<file path="config.mk">
export PLATFORM = sky130hd
export DESIGN_NAME = sound_request_arbiter
export DESIGN_NICKNAME = d
export VERILOG_FILES = /design/src/rtl/sound_pkg.sv /design/src/rtl/sound_request_arbiter.sv
export SDC_FILE = /design/constraint.sdc
export NUM_CORES = 1
export LEC_CHECK = 0
export CORE_ASPECT_RATIO = 0.8
export CORE_MARGIN = 2
export CORE_UTILIZATION = 40
export DETAILED_ROUTE_END_ITERATION = 6
export SKIP_CTS_REPAIR_TIMING = 1
export SLEW_MARGIN = 5
export SYNTH_ARGS = -nofsm -noshare
export SYNTH_HDL_FRONTEND = slang
export SYNTH_SLANG_ARGS = --single-unit
export TNS_END_PERCENT = 30
</file>
<file path="constraint.sdc">
create_clock -name clk -period 2.95 [get_ports clk]
set_input_delay 0.295 -clock clk [delete_from_list [all_inputs] [get_ports clk]]
set_output_delay 0.295 -clock clk [all_outputs]
set_load 0.05 [all_outputs]
</file>
<file path="src/rtl/sound_pkg.sv">
// Shared sound definitions used by the request arbiter and the music player.
//   TUNE_ID            : tune selector carried from arbiter to player; the
//                        encoding doubles as the priority order
//                        (larger value = higher priority).
//   NOTE_Pulse_Per_Sec : clk ticks per second, the player's note-timing base.
//   DEFAULT_*_CYCLES   : default play length of each tune in clk cycles.
//   highest_pending()  : picks the highest-priority tune among pending flags.
package sound_pkg;

    typedef enum logic [1:0] {
        TUNE_None = 2'd0,
        TUNE_BTN  = 2'd1,
        TUNE_WIN  = 2'd2,
        TUNE_OVER = 2'd3
    } TUNE_ID;

    localparam int unsigned NOTE_Pulse_Per_Sec = 50_000_000;

    localparam int unsigned DEFAULT_BTN_CYCLES  = 50_000;
    localparam int unsigned DEFAULT_WIN_CYCLES  = 1_750_000;
    localparam int unsigned DEFAULT_OVER_CYCLES = 1_750_000;

    function automatic TUNE_ID highest_pending(input logic over, input logic win,
                                               input logic btn);
        TUNE_ID t;
        t = TUNE_None;
        if (over) begin
            t = TUNE_OVER;
        end else if (win) begin
            t = TUNE_WIN;
        end else if (btn) begin
            t = TUNE_BTN;
        end
        return t;
    endfunction

endpackage

</file>
<file path="src/rtl/sound_request_arbiter.sv">
// Sound request arbiter: turns game events into start strobes for the music
// player, ranking OVER > WIN > BTN, with an inline play-length timer.
// Ports:
//   clk      : clock, rising edge
//   rst_n    : asynchronous active-low reset
//   evt_btn  : button-click request (only accepted while nothing is playing)
//   evt_win  : victory request
//   evt_over : game-over request
//   mute     : level; silences output and discards requests
//   new_tune : one-cycle start strobe to the player
//   tune_id  : tune to start, valid with new_tune, held between strobes
//   busy     : high while an issued tune is still timed as playing
module sound_request_arbiter
    import sound_pkg::*;
#(
    parameter int unsigned BTN_CYCLES  = DEFAULT_BTN_CYCLES,
    parameter int unsigned WIN_CYCLES  = DEFAULT_WIN_CYCLES,
    parameter int unsigned OVER_CYCLES = DEFAULT_OVER_CYCLES
) (
    input  logic       clk,
    input  logic       rst_n,
    input  logic       evt_btn,
    input  logic       evt_win,
    input  logic       evt_over,
    input  logic       mute,
    output logic       new_tune,
    output logic [1:0] tune_id,
    output logic       busy
);

    typedef enum logic {IDLE, PLAY} state_t;

    state_t      state_q, state_d;
    logic        pend_btn_q, pend_btn_d;
    logic        pend_win_q, pend_win_d;
    logic        pend_over_q, pend_over_d;
    logic [31:0] timer_q, timer_d;
    logic        new_tune_q, new_tune_d;
    TUNE_ID      tune_q, tune_d;
    logic        busy_q, busy_d;

    TUNE_ID      best;
    logic        issue;
    logic [31:0] len_m1;

    always_ff @(posedge clk or negedge rst_n) begin
        if (!rst_n) begin
            state_q     <= IDLE;
            pend_btn_q  <= 1'b0;
            pend_win_q  <= 1'b0;
            pend_over_q <= 1'b0;
            timer_q     <= '0;
            new_tune_q  <= 1'b0;
            tune_q      <= TUNE_None;
            busy_q      <= 1'b0;
        end else begin
            state_q     <= state_d;
            pend_btn_q  <= pend_btn_d;
            pend_win_q  <= pend_win_d;
            pend_over_q <= pend_over_d;
            timer_q     <= timer_d;
            new_tune_q  <= new_tune_d;
            tune_q      <= tune_d;
            busy_q      <= busy_d;
        end
    end

    always_comb begin
        best = highest_pending(pend_over_q, pend_win_q, pend_btn_q);

        unique case (best)
            TUNE_OVER: len_m1 = OVER_CYCLES - 32'd1;
            TUNE_WIN:  len_m1 = WIN_CYCLES - 32'd1;
            TUNE_BTN:  len_m1 = BTN_CYCLES - 32'd1;
            default:   len_m1 = '0;
        endcase
    end

    always_comb begin
        state_d     = state_q;
        pend_btn_d  = pend_btn_q;
        pend_win_d  = pend_win_q;
        pend_over_d = pend_over_q;
        timer_d     = timer_q;
        new_tune_d  = 1'b0;
        tune_d      = tune_q;
        busy_d      = busy_q;
        issue       = 1'b0;

        if (mute) begin
            pend_btn_d  = 1'b0;
            pend_win_d  = 1'b0;
            pend_over_d = 1'b0;
            // Mute can only be seen in PLAY once: it drops us to IDLE and
            // blocks further issuing, so this is the single silence strobe.
            if (state_q == PLAY) begin
                state_d    = IDLE;
                new_tune_d = 1'b1;
                tune_d     = TUNE_None;
                busy_d     = 1'b0;
                timer_d    = '0;
            end
        end else begin
            if (evt_over) pend_over_d = 1'b1;
            if (evt_win)  pend_win_d  = 1'b1;
            // Every tune outranks or equals BTN, so BTN is only accepted idle.
            if (state_q == IDLE && evt_btn) pend_btn_d = 1'b1;

            unique case (state_q)
                IDLE: begin
                    if (best != TUNE_None) issue = 1'b1;
                end
                PLAY: begin
                    if (timer_q == '0) begin
                        if (best != TUNE_None) begin
                            issue = 1'b1;
                        end else begin
                            state_d = IDLE;
                            busy_d  = 1'b0;
                        end
                    end else if (best > tune_q) begin
                        issue = 1'b1;
                    end else begin
                        timer_d = timer_q - 32'd1;
                    end
                end
                default: state_d = IDLE;
            endcase

            if (issue) begin
                state_d    = PLAY;
                new_tune_d = 1'b1;
                tune_d     = best;
                busy_d     = 1'b1;
                timer_d    = len_m1;
                // A button click left over from IDLE must not wait behind
                // the tune just started; WIN/OVER arriving on the issue
                // edge stay pending so they replay back-to-back.
                pend_btn_d = 1'b0;
                if (best == TUNE_OVER && !evt_over) pend_over_d = 1'b0;
                if (best == TUNE_WIN && !evt_win)   pend_win_d  = 1'b0;
            end
        end
    end

    assign new_tune = new_tune_q;
    assign tune_id  = tune_q;
    assign busy     = busy_q;

endmodule

</file>
==> impl_results.md <==
- CP endpoint: timer_q[3]$_DFFE_PN0P_
- Layout cells sized above 1: 14.1%
- Async S/R FF share, synth: 100%
- Main flop type after synthesis: dfrtp_1
- Maximum clock rate: 0.351 GHz
- Initial Util: 41.4%
- Setup Skew: 4.52 ps
- # fillers: 579
- Worst reg2reg endpoint: timer_q[3]$_DFFE_PN0P_
- Setup TNS Final: 0 ps
- Syn-to-layout area delta: 16.4%
- Post-Syn Area: 2460 um2
- NetSw: 0.772 mW
- CTS tree: done
- Top post-synthesis cells by area: dfrtp_1 (41%), o21ai_0 (5.9%), nor2_1 (4.7%)
- Critical path arrival: 3050 ps
- CTS buffer count: 5
- Clock power share: 20.1%
- Distinct cells, synth: 52
- Clk pin slew, worst setup/hold paths: 80 ps
- Crit-path cells: or4_4, or4_4, nor3_2, buf_12, mux2i_2, buf_4, nand3_1, and3_1
- Register area share after synthesis: 40.7%
- Post-synth top cells: dfrtp_1 (40), nor2_1 (31), o21ai_0 (29), nor3_1 (21), nand2_1 (18)
- Min cycle time layout: 2850 ps
- Crit end category: flop
- Type of the tightest min-delay check: primary input to async pin
- RSZ-0062 raised after global routing: false
- Max_cap viols: 0
- Avg Vias per Cell: 6.12
- Status: finished, final reports clean
- Final setup violation count: 0
- Pin count of the biggest net entering global routing: 41
- CP peak stage delay: 560 ps
- PD cells: 669 nW/um2
- Synth Register Bits: 40
- Synth Area in Simple Gates: 25.7%
- Combinational cell fraction of total power: 39.3%
- Slowest cell on the critical path: or4_4
- Clock Sinks: 40
- Vias in the first global route: 2,169
- XOR/XNOR Fraction of Synth Area: 0%
- Switching Share: 40.3%
- CP max FO: 17
- Largest family of logic cells by synthesized area: compound AO/OA/AOI/OAI gates
- Mux contribution to synthesized area: 0.864%
- Port Buffers: 9
- Syn Inst Count: 283
- Compound-cell area share of the yosys netlist: 26.9%
- Antenna violations before repair: 0
- H-Tree Depth: 2
- Max-slew headroom at the worst pin: 38.2%
- Via count: 2,406
- Flop2flop setup slack: 100 ps
- Mean Syn Cell Area: 8.70 um2
- First-pass GRT wire length: 11,600 um
- Pint: 1.14 mW
- Reg2reg path depth: 8
- Gpl congestion: 0.922
- Post-synthesis adder-cell area fraction: 1.52%
- DRC violations left: 0
- Die width: 91.7 um
- Post-DRT Antenna Nets: 0
- Worst IR drop on VDD: 0.319 mV
- Area leader, netlist: dfrtp_1
- Most used cell, CP: or4_4
- Die height: 74.2 um
- Total power: 1.92 mW
- Sequential share of power: 40.6%
- Clk buf depth: 2
- Die footprint: 6800 um2
- CP startpoint: timer_q[24]$_DFFE_PN0P_
- DRT Pass-1 Iters: 5
- Clock root buffer: clkbuf_8
- Setup CP Type: flop to flop
- Final Slew Violations: 0
- DR iter-0 viols: 271
- I/O pins: 10
- Worst r2r src: timer_q[24]$_DFFE_PN0P_
- DP HPWL: 5060 um
- Inserted Diodes: 0
- Wirelength per Cell: 18.0 um
- Tcrit/Tclk final: 96.6%
- Required time of the critical path: 3150 ps
- GRT Util Overall: 22.0%
- Synthesis Warnings: 0
- Final hold vios: 0
- Leakage: 1.17 nW
- Share of the synthesized area in the top cell type: 40.7%
- GRT Residual Overflow: 0
- Core area: 5940 um2
- Dominant cell by count in the synthesized netlist: dfrtp_1
- Post-synth EDFFs: 0
- Post-Route WL: 7070 um
- Nets@finish: 320
- Clock Latency Late Sink: 300 ps
- Rows: 25
- Worst slew pin tran: 927 ps
- Post-Syn Nets: 292
- Critical Path Source Type: flop
critical path: cells and delay by family, from the launching register on:
family	cells	cell delay [ps]
buffers and inverters	2	400
DFF	1	420
muxes	1	310
and+or+nand+nor	5	1610
worst min-delay path by stage:
stage,start,to,slack (ps),cells after the start
finish,rst_n,timer_q[10]$_DFFE_PN0P_,110,1
global route,rst_n,timer_q[10]$_DFFE_PN0P_,200,1
CTS,rst_n,timer_q[10]$_DFFE_PN0P_,170,1
detailed placement,timer_q[21]$_DFFE_PN0P_,timer_q[21]$_DFFE_PN0P_,470,1
global placement,timer_q[21]$_DFFE_PN0P_,timer_q[21]$_DFFE_PN0P_,470,1
floorplan,rst_n,busy$_DFFE_PN0P_,-0.6,0
per-stage QoR:
step                      instances  setup slack, ps  cell area, um2  util [%]  hold slack [ps]
after floorplan                 283              227            2460         -           -0.591
after global placement          385             98.0            2770      46.6              469
after detailed placement        385             95.6            2770      46.6              466
after CTS                       393             61.4            2860      48.1              170
after global routing            393             18.0            2870      48.2              198
final                           393              100            2870      48.2              112
cells by family (layout without fill, tap and decap cells):
logic type      after synthesis  count (layout)
simple gates                122             122
compound gates               94              94
flops                        40              40
buf+inv                      22              51
fa+ha+maj                     3               3
mux                           2               2
power by group through the flow:
stage	clock network [mW]	registers, mW	logic, mW
after floorplan	0	0.798	0.439
after global placement	0	0.783	0.736
after detailed placement	0	0.783	0.737
after CTS	0.394	0.773	0.743
after global routing	0.421	0.801	0.820
final	0.385	0.779	0.753
sequential cells by signal, indices dropped and copies added (netlist names):
| name | count |
|---|---|
| timer_q | 32 |
| tune_id | 2 |
| busy | 1 |
| new_tune | 1 |
| pend_btn_q | 1 |
| pend_over_q | 1 |
| pend_win_q | 1 |
| state_q | 1 |
placed cells by master (no fill, tap or decap), types with 5 or more instances in the layout:
cell type,Yosys,final
dfrtp_1,40,40
o21ai_0,29,29
buf_4,2,23
nand3_1,12,12
a21oi_1,16,16
nor3_1,21,21
clkdlybuf4s50_1,0,8
o211a_1,5,5
nand2_1,18,18
or3_1,8,8
nor2_1,31,31
nor4_1,12,12
o31ai_1,8,8
inv_1,9,9
clkbuf_8,0,6
layout make-up:
class | instances | area [um2] | share of cell area, %
clock buffer | 8 | 90.1 | 3.14
inverter | 10 | 37.5 | 1.31
multi-input combinational | 221 | 1360 | 47.4
sequential | 40 | 1000 | 34.9
tap | 81 | 101 | 3.54
timing repair buffer | 33 | 278 | 9.69
per-layer routing:
metal / routed length [um] / track usage, % / vias up
li1: - / - / 1138
met1: 3490 / 35.2 / 1141
met2: 2880 / 29.4 / 121
met3: 643 / 5.17 / 6
met4: 58 / 5.31 / 0
met5: 0 / 0 / -
(Power assumes the default switching activity.)
